## src/rtl/fast_pat_load_pkg.sv

```systemverilog
// Shared definitions for the pattern loader: FSM states and memory geometry.
package fast_pat_load_pkg;

   typedef enum logic [2:0] {
      IDLE,
      PACK,
      WRITE,
      DRAIN,
      DONE
   } load_state_e;

   localparam int BEATS_PER_WORD = 8;
   localparam int MEM_DEPTH      = 1024;
   localparam int MEM_AW         = $clog2(MEM_DEPTH);

endpackage

```

## src/rtl/fast_pat_load_if.sv

```systemverilog
// Stream input and on-chip memory write bus of the pattern loader.
interface fast_pat_load_if #(
   parameter int IN_W   = 32,
   parameter int MEM_W  = 256,
   parameter int ADDR_W = 11
);

   logic                 s_valid;
   logic                 s_ready;
   logic [IN_W-1:0]      s_data;
   logic                 s_eop;

   logic                 onchip_mem_chip_select;
   logic                 onchip_mem_write;
   logic [ADDR_W-1:0]    onchip_mem_addr;
   logic [MEM_W/8-1:0]   onchip_mem_byte_enable;
   logic [MEM_W-1:0]     onchip_mem_write_data;

   // The loader is the master of the memory bus and the sink of the stream.
   modport master (
      input  s_valid,
      input  s_data,
      input  s_eop,
      output s_ready,
      output onchip_mem_chip_select,
      output onchip_mem_write,
      output onchip_mem_addr,
      output onchip_mem_byte_enable,
      output onchip_mem_write_data
   );

   modport slave (
      output s_valid,
      output s_data,
      output s_eop,
      input  s_ready,
      input  onchip_mem_chip_select,
      input  onchip_mem_write,
      input  onchip_mem_addr,
      input  onchip_mem_byte_enable,
      input  onchip_mem_write_data
   );

endinterface

```

## src/rtl/fast_pat_load_pack.sv

```systemverilog
// Beat packer: assembles IN_W-bit beats into one memory word and derives byte enables.
module fast_pat_pack
   import fast_pat_load_pkg::*;
#(
   parameter int IN_W  = 32,
   parameter int MEM_W = 256
)(
   input  logic                clk,
   input  logic                rst_n,
   input  logic                clear,
   input  logic                beat_en,
   input  logic [IN_W-1:0]     beat_data,
   output logic [MEM_W-1:0]    word_next,
   output logic [MEM_W/8-1:0]  be_next,
   output logic                last_beat
);

   localparam int CNT_W      = $clog2(BEATS_PER_WORD);
   localparam int BEAT_BYTES = IN_W / 8;

   logic [MEM_W-1:0] word_q;
   logic [CNT_W-1:0] cnt_q;

   // word_next already contains the beat on the input so the word can be written the cycle after it is accepted.
   always_comb begin
      word_next = word_q;
      word_next[int'(cnt_q) * IN_W +: IN_W] = beat_data;
      be_next = '0;
      for (int b = 0; b < BEATS_PER_WORD; b++) begin
         if (CNT_W'(b) <= cnt_q) begin
            be_next[b * BEAT_BYTES +: BEAT_BYTES] = '1;
         end
      end
   end

   assign last_beat = (cnt_q == CNT_W'(BEATS_PER_WORD - 1));

   always_ff @(posedge clk or negedge rst_n) begin
      if (!rst_n) begin
         word_q <= '0;
         cnt_q  <= '0;
      end else if (clear) begin
         word_q <= '0;
         cnt_q  <= '0;
      end else if (beat_en) begin
         word_q <= word_next;
         cnt_q  <= cnt_q + CNT_W'(1);
      end
   end

endmodule

```

## src/rtl/fast_pat_load.sv

```systemverilog
// Pattern loader: packs a beat stream into memory words and writes them to on-chip
// pattern memory from a base address that wraps at the memory depth.
module fast_pat_load
   import fast_pat_load_pkg::*;
#(
   parameter int IN_W   = 32,
   parameter int MEM_W  = 256,
   parameter int ADDR_W = 11
)(
   input  logic                clk,
   input  logic                rst_n,
   input  logic                load_start,
   input  logic [ADDR_W-1:0]   load_base_addr,
   input  logic [ADDR_W-1:0]   load_len,
   output logic                load_busy,
   output logic                load_done,
   output logic                load_err,
   input  logic                frame_busy,
   fast_pat_load_if.master     bus
);

   localparam int                BE_W      = MEM_W / 8;
   localparam logic [ADDR_W-1:0] ADDR_MASK = ADDR_W'(MEM_DEPTH - 1);

   load_state_e        state_q;
   logic [ADDR_W-1:0]  base_q;
   logic [ADDR_W-1:0]  len_q;
   logic [ADDR_W-1:0]  word_idx_q;
   logic               eop_seen_q;
   logic               partial_q;
   logic               busy_q;
   logic               done_q;
   logic               err_q;
   logic               s_ready_q;
   logic               mem_cs_q;
   logic               mem_write_q;
   logic [ADDR_W-1:0]  mem_addr_q;
   logic [BE_W-1:0]    mem_be_q;
   logic [MEM_W-1:0]   mem_data_q;

   logic               beat_acc;
   logic               start_ok;
   logic               pack_beat;
   logic               pack_last;
   logic               word_end;
   logic               word_last;
   logic               pack_clear;
   logic [MEM_W-1:0]   pack_word;
   logic [BE_W-1:0]    pack_be;
   logic [ADDR_W-1:0]  wr_addr;

   assign beat_acc   = bus.s_valid & s_ready_q;
   assign start_ok   = (state_q == IDLE) & ~busy_q & load_start & ~frame_busy;
   assign pack_beat  = (state_q == PACK) & beat_acc;
   assign word_end   = pack_beat & (pack_last | bus.s_eop);
   assign pack_clear = start_ok | word_end;
   assign word_last  = (word_idx_q + ADDR_W'(1)) == len_q;
   assign wr_addr    = (base_q + word_idx_q) & ADDR_MASK;

   fast_pat_pack #(
      .IN_W  (IN_W),
      .MEM_W (MEM_W)
   ) u_pack (
      .clk       (clk),
      .rst_n     (rst_n),
      .clear     (pack_clear),
      .beat_en   (pack_beat),
      .beat_data (bus.s_data),
      .word_next (pack_word),
      .be_next   (pack_be),
      .last_beat (pack_last)
   );

   // A zero-length load stays in IDLE with busy set for one cycle, then reports DONE without writing.
   always_ff @(posedge clk or negedge rst_n) begin
      if (!rst_n) begin
         state_q     <= IDLE;
         base_q      <= '0;
         len_q       <= '0;
         word_idx_q  <= '0;
         eop_seen_q  <= 1'b0;
         partial_q   <= 1'b0;
         busy_q      <= 1'b0;
         done_q      <= 1'b0;
         err_q       <= 1'b0;
         s_ready_q   <= 1'b0;
         mem_cs_q    <= 1'b0;
         mem_write_q <= 1'b0;
         mem_addr_q  <= '0;
         mem_be_q    <= '0;
         mem_data_q  <= '0;
      end else begin
         done_q      <= 1'b0;
         mem_cs_q    <= 1'b0;
         mem_write_q <= 1'b0;
         mem_be_q    <= '0;
         unique case (state_q)
            IDLE: begin
               if (busy_q) begin
                  state_q <= DONE;
                  busy_q  <= 1'b0;
                  done_q  <= 1'b1;
               end else if (start_ok) begin
                  base_q     <= load_base_addr;
                  len_q      <= load_len;
                  word_idx_q <= '0;
                  eop_seen_q <= 1'b0;
                  partial_q  <= 1'b0;
                  err_q      <= 1'b0;
                  busy_q     <= 1'b1;
                  if (load_len != '0) begin
                     state_q   <= PACK;
                     s_ready_q <= 1'b1;
                  end
               end
            end
            PACK: begin
               if (word_end) begin
                  state_q     <= WRITE;
                  s_ready_q   <= 1'b0;
                  mem_cs_q    <= 1'b1;
                  mem_write_q <= 1'b1;
                  mem_addr_q  <= wr_addr;
                  mem_be_q    <= pack_be;
                  mem_data_q  <= pack_word;
                  eop_seen_q  <= bus.s_eop;
                  partial_q   <= ~pack_last;
               end
            end
            WRITE: begin
               word_idx_q <= word_idx_q + ADDR_W'(1);
               if (eop_seen_q) begin
                  if (!word_last || partial_q) begin
                     err_q <= 1'b1;
                  end
                  state_q <= DONE;
                  busy_q  <= 1'b0;
                  done_q  <= 1'b1;
               end else if (word_last) begin
                  err_q     <= 1'b1;
                  state_q   <= DRAIN;
                  s_ready_q <= 1'b1;
               end else begin
                  state_q   <= PACK;
                  s_ready_q <= 1'b1;
               end
            end
            DRAIN: begin
               if (beat_acc && bus.s_eop) begin
                  state_q   <= DONE;
                  s_ready_q <= 1'b0;
                  busy_q    <= 1'b0;
                  done_q    <= 1'b1;
               end
            end
            DONE: begin
               state_q <= IDLE;
            end
            default: begin
               state_q <= IDLE;
            end
         endcase
      end
   end

   assign load_busy = busy_q;
   assign load_done = done_q;
   assign load_err  = err_q;

   assign bus.s_ready                = s_ready_q;
   assign bus.onchip_mem_chip_select = mem_cs_q;
   assign bus.onchip_mem_write       = mem_write_q;
   assign bus.onchip_mem_addr        = mem_addr_q;
   assign bus.onchip_mem_byte_enable = mem_be_q;
   assign bus.onchip_mem_write_data  = mem_data_q;

endmodule

```

## src/flat_wrapper.sv

```systemverilog
// flat-port wrapper written by rule: the top's interface ports become plain ports
module fast_pat_load_flat import fast_pat_load_pkg::*;
#(
   parameter int IN_W   = 32,
   parameter int MEM_W  = 256,
   parameter int ADDR_W = 11
)
  (clk, rst_n, load_start, load_base_addr, load_len, load_busy, load_done, load_err, frame_busy, bus_s_valid, bus_s_data, bus_s_eop, bus_s_ready, bus_onchip_mem_chip_select, bus_onchip_mem_write, bus_onchip_mem_addr, bus_onchip_mem_byte_enable, bus_onchip_mem_write_data);
  fast_pat_load_if #(.IN_W(IN_W), .MEM_W(MEM_W), .ADDR_W(ADDR_W)) bus_i ();
  input  logic clk;
  input  logic rst_n;
  input  logic load_start;
  input  logic [ADDR_W-1:0] load_base_addr;
  input  logic [ADDR_W-1:0] load_len;
  output logic load_busy;
  output logic load_done;
  output logic load_err;
  input  logic frame_busy;
  input wire logic [$bits(bus_i.s_valid)-1:0] bus_s_valid;
  input wire logic [$bits(bus_i.s_data)-1:0] bus_s_data;
  input wire logic [$bits(bus_i.s_eop)-1:0] bus_s_eop;
  output wire logic [$bits(bus_i.s_ready)-1:0] bus_s_ready;
  output wire logic [$bits(bus_i.onchip_mem_chip_select)-1:0] bus_onchip_mem_chip_select;
  output wire logic [$bits(bus_i.onchip_mem_write)-1:0] bus_onchip_mem_write;
  output wire logic [$bits(bus_i.onchip_mem_addr)-1:0] bus_onchip_mem_addr;
  output wire logic [$bits(bus_i.onchip_mem_byte_enable)-1:0] bus_onchip_mem_byte_enable;
  output wire logic [$bits(bus_i.onchip_mem_write_data)-1:0] bus_onchip_mem_write_data;
  assign bus_i.s_valid = bus_s_valid;
  assign bus_i.s_data = bus_s_data;
  assign bus_i.s_eop = bus_s_eop;
  assign bus_s_ready = bus_i.s_ready;
  assign bus_onchip_mem_chip_select = bus_i.onchip_mem_chip_select;
  assign bus_onchip_mem_write = bus_i.onchip_mem_write;
  assign bus_onchip_mem_addr = bus_i.onchip_mem_addr;
  assign bus_onchip_mem_byte_enable = bus_i.onchip_mem_byte_enable;
  assign bus_onchip_mem_write_data = bus_i.onchip_mem_write_data;
  fast_pat_load #(.IN_W(IN_W), .MEM_W(MEM_W), .ADDR_W(ADDR_W)) u_core (.clk(clk), .rst_n(rst_n), .load_start(load_start), .load_base_addr(load_base_addr), .load_len(load_len), .load_busy(load_busy), .load_done(load_done), .load_err(load_err), .frame_busy(frame_busy), .bus(bus_i));
endmodule
```

## config.mk

```make
export PLATFORM = sky130hd
export DESIGN_NAME = fast_pat_load_flat
export DESIGN_NICKNAME = d
export VERILOG_FILES = /design/src/rtl/fast_pat_load_pkg.sv /design/src/rtl/fast_pat_load_if.sv /design/src/rtl/fast_pat_load_pack.sv /design/src/rtl/fast_pat_load.sv /design/src/flat_wrapper.sv
export SDC_FILE = /design/constraint.sdc
export NUM_CORES = 1
export LEC_CHECK = 0
export CORE_ASPECT_RATIO = 1.2
export CORE_MARGIN = 4
export CORE_UTILIZATION = 40
export CTS_CLUSTER_DIAMETER = 50
export DETAILED_ROUTE_END_ITERATION = 12
export GPL_TIMING_DRIVEN = 1
export HOLD_SLACK_MARGIN = 0.06
export PLACE_DENSITY = 0.75
export RECOVER_POWER = 50
export REMOVE_ABC_BUFFERS = 1
export SYNTH_ARGS = -nofsm -noshare
export SYNTH_HDL_FRONTEND = slang
export SYNTH_SLANG_ARGS = --single-unit
```

## constraint.sdc

```tcl
create_clock -name clk -period 2.8 [get_ports clk]
set_clock_uncertainty 0.2 [all_clocks]
set_input_delay 0.28 -clock clk [delete_from_list [all_inputs] [get_ports clk]]
set_output_delay 0.28 -clock clk [all_outputs]
set_load 0.02 [all_outputs]
```

# Yosys cells after proc, flatten, opt, wreduce, memory -nomap -nowiden
# Cells that the tools add are included.
# word_totals
reg_bits,599
wordCells,128
# op_classes
addsub,4
order_cmp,8
n_eq_ne,16
shift,2
mux,53
n_bitwise,11
reduce_logical,18
# ops
cell,count
$mux 256,2
$bwmux 256,1
$shift 32x33->256 const A,1
$shiftx 32x33->256,1
$mux 32,2
$neg 8->33,1
$mux 4,8
$mux 3,8
$mux 11,2
$pmux 11 s2,1
$mux 1,21
$le 3x3->1 const A,4
$pmux 3 s4,1
$add 11x1->11 const B,1
$eq 11x11->1,1
$reduce_bool 11->1,1
$add 10x10->10,1
$reduce_and 3->1,3
$ne 2x1->1 const B,4
$reduce_and 4->1,2
$reduce_and 7->1,1
$and 1x1->1,6
$eq 3x2->1 const B,2
$le 1x3->1 const A,2
23 further kinds,35

# Longest topological paths before layout
# logic_depth
ltp_word,7
ltp_mapped,11
ltp_nobuf,10

# Modules after synthesis
# From an unflattened synthesis, not the netlist that was laid out.
# unflattened
hier_cells,3045
area_unflattened_um2,29605.9
# modules_own_cells
mod,n_inst,cells_per_inst,area_per_inst_um2
fast_pat_pack,1,1568,16179.3
fast_pat_load,1,1477,13426.6

# Worst setup path after synthesis
# OpenSTA, ideal clock, no wires.
# synth_path
kind,reg2reg
start,register u_core.u_pack.cnt_q[0]
end,register u_core.u_pack.word_q[192]
setup_ns,0.067
t_arrival_ns,2.444
required_ns,2.533
path_slack_ns,0.088
stages_incl_launch_ff,10
path_buffers,4
cell_sequence,dfrtp_1 buf_2 clkinv_1 ha_1 ha_1 clkbuf_1 nor3_1 clkbuf_1 clkbuf_1 a32o_1
# synth_via
elab_chain_len,5
word_cells_on_any_way,11
# synth_rtl
item,line_no,source
start: declaration,fast_pat_load_pack.sv:22,logic [CNT_W-1:0] cnt_q;
start signal: assignment,fast_pat_load_pack.sv:47,cnt_q <= cnt_q + CNT_W'(1);
$neg 8->33 or $eq 3x3->1 (tied branches),"fast_pat_load_pack.sv:27, fast_pat_load_pack.sv:36",
"$shiftx 32x33->256, or another cell as far along",fast_pat_load_pack.sv:27,word_next[int'(cnt_q) * IN_W +: IN_W] = beat_data;
$bwmux 256 or $and 1x1->1 (tied branches),"fast_pat_load_pack.sv:27, fast_pat_load.sv:55",
$mux 256 or $or 1x1->1 (tied branches),"fast_pat_load_pack.sv:45, fast_pat_load.sv:56",
$mux 256 or $reduce_bool 2->1 (tied branches),--,
end signal: assignment,fast_pat_load_pack.sv:46,word_q <= word_next;
end: declaration,fast_pat_load_pack.sv:21,logic [MEM_W-1:0] word_q;
# Several ways; a longest one is shown, not always the timed one. The select of a mux whose other input is x is not followed.
# A chain may end at the register's enable or synchronous reset.

# Final worst setup path
# layout_path
start,register u_core.word_idx_q[1]
end,register u_core.state_q[1]
# layout_via
elab_chain_len,5
# layout_rtl
item,line_no,source
start: declaration,fast_pat_load.sv:28,logic [ADDR_W-1:0] word_idx_q;
start signal: assignment,fast_pat_load.sv:131,word_idx_q <= word_idx_q + ADDR_W'(1);
$add 11x1->11,fast_pat_load.sv:57,assign word_last = (word_idx_q + ADDR_W'(1)) == len_q;
$eq 11x11->1,fast_pat_load.sv:57,
$mux 2,fast_pat_load.sv:139,end else if (word_last) begin
$mux 3,fast_pat_load.sv:132,if (eop_seen_q) begin
$pmux 3 s4,fast_pat_load.sv:97,unique case (state_q)
end signal: assignment,fast_pat_load.sv:100,state_q <= DONE;
end signal: assignment,fast_pat_load.sv:136,state_q <= DONE;
end signal: assignment,fast_pat_load.sv:141,state_q <= DRAIN;
end: declaration,fast_pat_load.sv:25,load_state_e state_q;
# Every way passes these cells.

==> results.cfg <==
[status]
run_status = finished, final reports clean

[setup_path]
critical_path.startpoint_type = flip-flop
critical-path-slowest-cell = dfrtp_1
timing.critical_path.slowest_cell_delay_ns = 0.47
worst_ep_arrival_time_ns = 3.06
critical_r2r_launch = u_core.word_idx_q[1]
critPathMostFrequentCell = xnor2_1
worst-path-max-fanout = 7
critPathCaptureType = flip-flop
crit_start = u_core.word_idx_q[1]
critical_path.cell_chain = ha_2 -> and3_1 -> xnor2_1 -> xnor2_1 -> nor4_1 -> o2111ai_2 -> or3_1 -> a21oi_1
cp.required_ns = 3.14
setup.worst_path.class = flip-flop to flip-flop

[die]
dieArea_um2 = 66100
floorplan.initialDensity_pct = 40.6
die-height_um = 281
total_number_of_placement_rows = 99
design.core.area_um2 = 61200
die-width_um = 235
ioPinCount = 365

[logic_synthesis]
cells_after_synthesis = 2579
avgSynthCellArea_um2 = 9.63
synth.most_common_cell = dfrtp_1
postSynth.asyncResetShare_pct = 100
synth-seq-cells = 575
ys.warnings.count = 0
fraction_of_the_yosys_area_taken_by_sequential_cells_pct = 58.0
leading_cell_types_by_total_area_after_synthesis = dfrtp_1 (58%), nand2_1 (7.8%), o21ai_0 (6.2%), a32o_1 (5.2%), a21oi_1 (4.1%)
synth_largest_type_area_fraction_pct = 58.0
postSynth.topFlopCell = dfrtp_1
netlist_cell_types = 58
post_synth_instance_area_um2 = 24800
synth.top_cells.by_count = dfrtp_1 (575), nand2_1 (515), o21ai_0 (306)
yosys.area.top_type = dfrtp_1
number_of_synthesized_flops_with_an_enable_pin = 0

[clocking]
clock_path_buffers = 3
cts_sinks = 575
clk_pin_slew_worst_setup_hold_paths_ns = 0.06
cts.root.buffer_cell = clkbuf_16
worstSkewPairLatency_ns = 0.63
numCtsBuffers = 61
clock_tree.htree_level_count = 2
tritoncts = yes

[sta]
report.final.slew_viol_count = 0
postLayoutSetupSlackWorst_ns = 0.0774
fin_crit_ns = 2.72
layout_worst_path_cycle_share_pct = 97.2
hold_ws_ns = 0.112
final-setup-viol-count = 0
worstMarginPinSlew_ns = 1.47
hold_viol_final = 0
fmaxAchievable_mhz = 367
max_slew_margin_pct = 1.80

[placed_design]
place_worst_setup_slack_ns = -0.0564
place_hpwl_um = 51100
port_buffers = 362
gp_congestion = 0.858

[route]
routedWlPerCell_um = 21.2
viasPerCell = 5.54
ant_nets = 0
number_of_design_rule_violations_left_by_the_first_detailed_router_iteration = 1855
drtPass1Iterations = 5
routed_wirelength_um = 79400
drcViolationCount = 0
route.vias.total = 20767

[layout]
antenna_cells_inserted = 0
post_route_cells_drive_above_1_share_pct = 8.63
fin_nets = 2975
layout-area-overhead-vs-synth_pct = 29.2
finish.utilization_pct = 52.4

[global_route]
global_route.usage.total_pct = 22.9
gr-total-overflow = 0
grt_first_pass_wirelength_um = 120000
initial_antenna_violation_count = 0
largest_net_degree_at_the_start_of_global_routing = 105
first_global_vias = 20362

[worst_hold_path]
timing.hold.worst.start = load_base_addr[1]
timing.hold.worst.class = primary input to flip-flop

[pwr]
power.density_cell_area_nw_per_um2 = 528
static-leakage-power_nw = 14.3
vdd_ir_drop_max_v = 0.000452

[run]
drv.max_cap_violation_count = 0
[layer usage]
| layer | track usage (%) | vias to the layer above | wire (um) |
|---|---|---|---|
| li1 | - | 9557 | - |
| met1 | 30.5 | 10261 | 33200 |
| met2 | 37.2 | 769 | 37900 |
| met3 | 3.84 | 180 | 4730 |
| met4 | 9.75 | 0 | 3580 |
| met5 | 0 | - | 0 |
[layout make-up]
type,count,area [um^2]
Sequential cell,575,14400
Timing Repair Buffer,505,5080
Tap cell,808,1010
Fill cell,5385,29100
Clock buffer,83,1710
Inverter,19,71.3
Multi-Input combinational cell,1734,9490
Clock inverter,26,320
[registers in the layout, indices dropped and copies added, names as in the netlist]
| signal | count |
|---|---|
| u_core.len_q | 11 |
| u_core.partial_q | 1 |
| u_core.bus.onchip_mem_byte_enable | 8 |
| u_core.bus.onchip_mem_addr | 10 |
| u_core.load_err | 1 |
| u_core.bus.onchip_mem_write_data | 256 |
| u_core.load_done | 1 |
| u_core.bus.s_ready | 1 |
| u_core.u_pack.cnt_q | 3 |
| u_core.load_busy | 1 |
| u_core.u_pack.word_q | 256 |
| u_core.bus.onchip_mem_chip_select | 1 |
| u_core.word_idx_q | 11 |
| u_core.base_q | 10 |
| u_core.eop_seen_q | 1 |
| u_core.state_q | 3 |
[report_power, final]
part / leakage [nW] / internal (mW) / switching, mW / total (mW)
sequential: 7.95 / 8.31 / 0 / 8.31
combinational: 5.35 / 0.143 / 0.341 / 0.484
clock: 0.998 / 4.68 / 3.47 / 8.14
[metrics by stage]
step / power [mW] / instances / instance area (um^2) / setup TNS [ns]
finish: 16.9 / 3750 / 32100 / 0
global route: 17.5 / 3750 / 32100 / -0.0572
CTS: 17.1 / 3738 / 32000 / 0
detailed placement: 8.94 / 3606 / 29700 / -1.46
global placement: 8.94 / 3606 / 29700 / -0.399
floorplan: 8.50 / 2323 / 23700 / -2514.91
[critical path, delay by kind of cell (launching register included)]
family / cells / cell delay, ns
compound gates: 2 / 0.43
xor+xnor: 2 / 0.27
fa+ha+maj: 1 / 0.33
flops: 1 / 0.47
simple gates: 3 / 0.92
[path summary, 6_finish.rpt]
check	depth (start not counted)	to	slack [ns]
worst max-delay path	8	u_core.state_q[1]	0.08
worst min-delay path	3	u_core.base_q[1]	0.11
worst max register to register	8	u_core.state_q[1]	0.08
worst min register to register	2	u_core.bus.onchip_mem_write_data[111]	0.27
max in group asynchronous	4	u_core.u_pack.word_q[240]	0.42
min in group asynchronous	3	u_core.u_pack.word_q[100]	1.01
[placed cells by master, fill, tap and decap left out, types with 5 or more instances in the layout]
cell type,count
a21oi_1,204
a22o_1,65
a31oi_1,34
a32o_1,128
buf_12,29
buf_4,70
clkbuf_1,27
clkbuf_16,62
clkbuf_8,10
clkdlybuf4s50_1,245
clkinv_2,9
clkinv_4,6
dfrtp_1,575
dlygate4sd3_1,137
ha_1,16
inv_1,17
mux2i_1,33
nand2_1,512
nand2_2,5
nand3_1,42
nand3_2,6
nor2_1,245
nor2_4,8
nor3b_1,5
o21ai_0,306
o21ai_1,17
o21ai_4,11
xnor2_1,15
xor2_1,10
[cells by family after synthesis]
logic type      Yosys count  share of synthesized area [%]
compound gates          784                           19.9
xor+xnor                 25                          0.882
fa+ha+maj                19                          0.988
buf+inv                 275                           4.93
flops                   575                           58.0
mux                      33                           1.33
other cells               1                         0.0151
simple gates            867                           14.0
[what timing repair did]
item	CTS	global route
endpoints found under the setup margin	16	224
cloned	1	5
pin swaps	1	6
hold buffers	22	0
setup buffers	0	7
endpoints found under the hold margin	595	0
resized for setup	1	17
(Power assumes the default switching activity.)
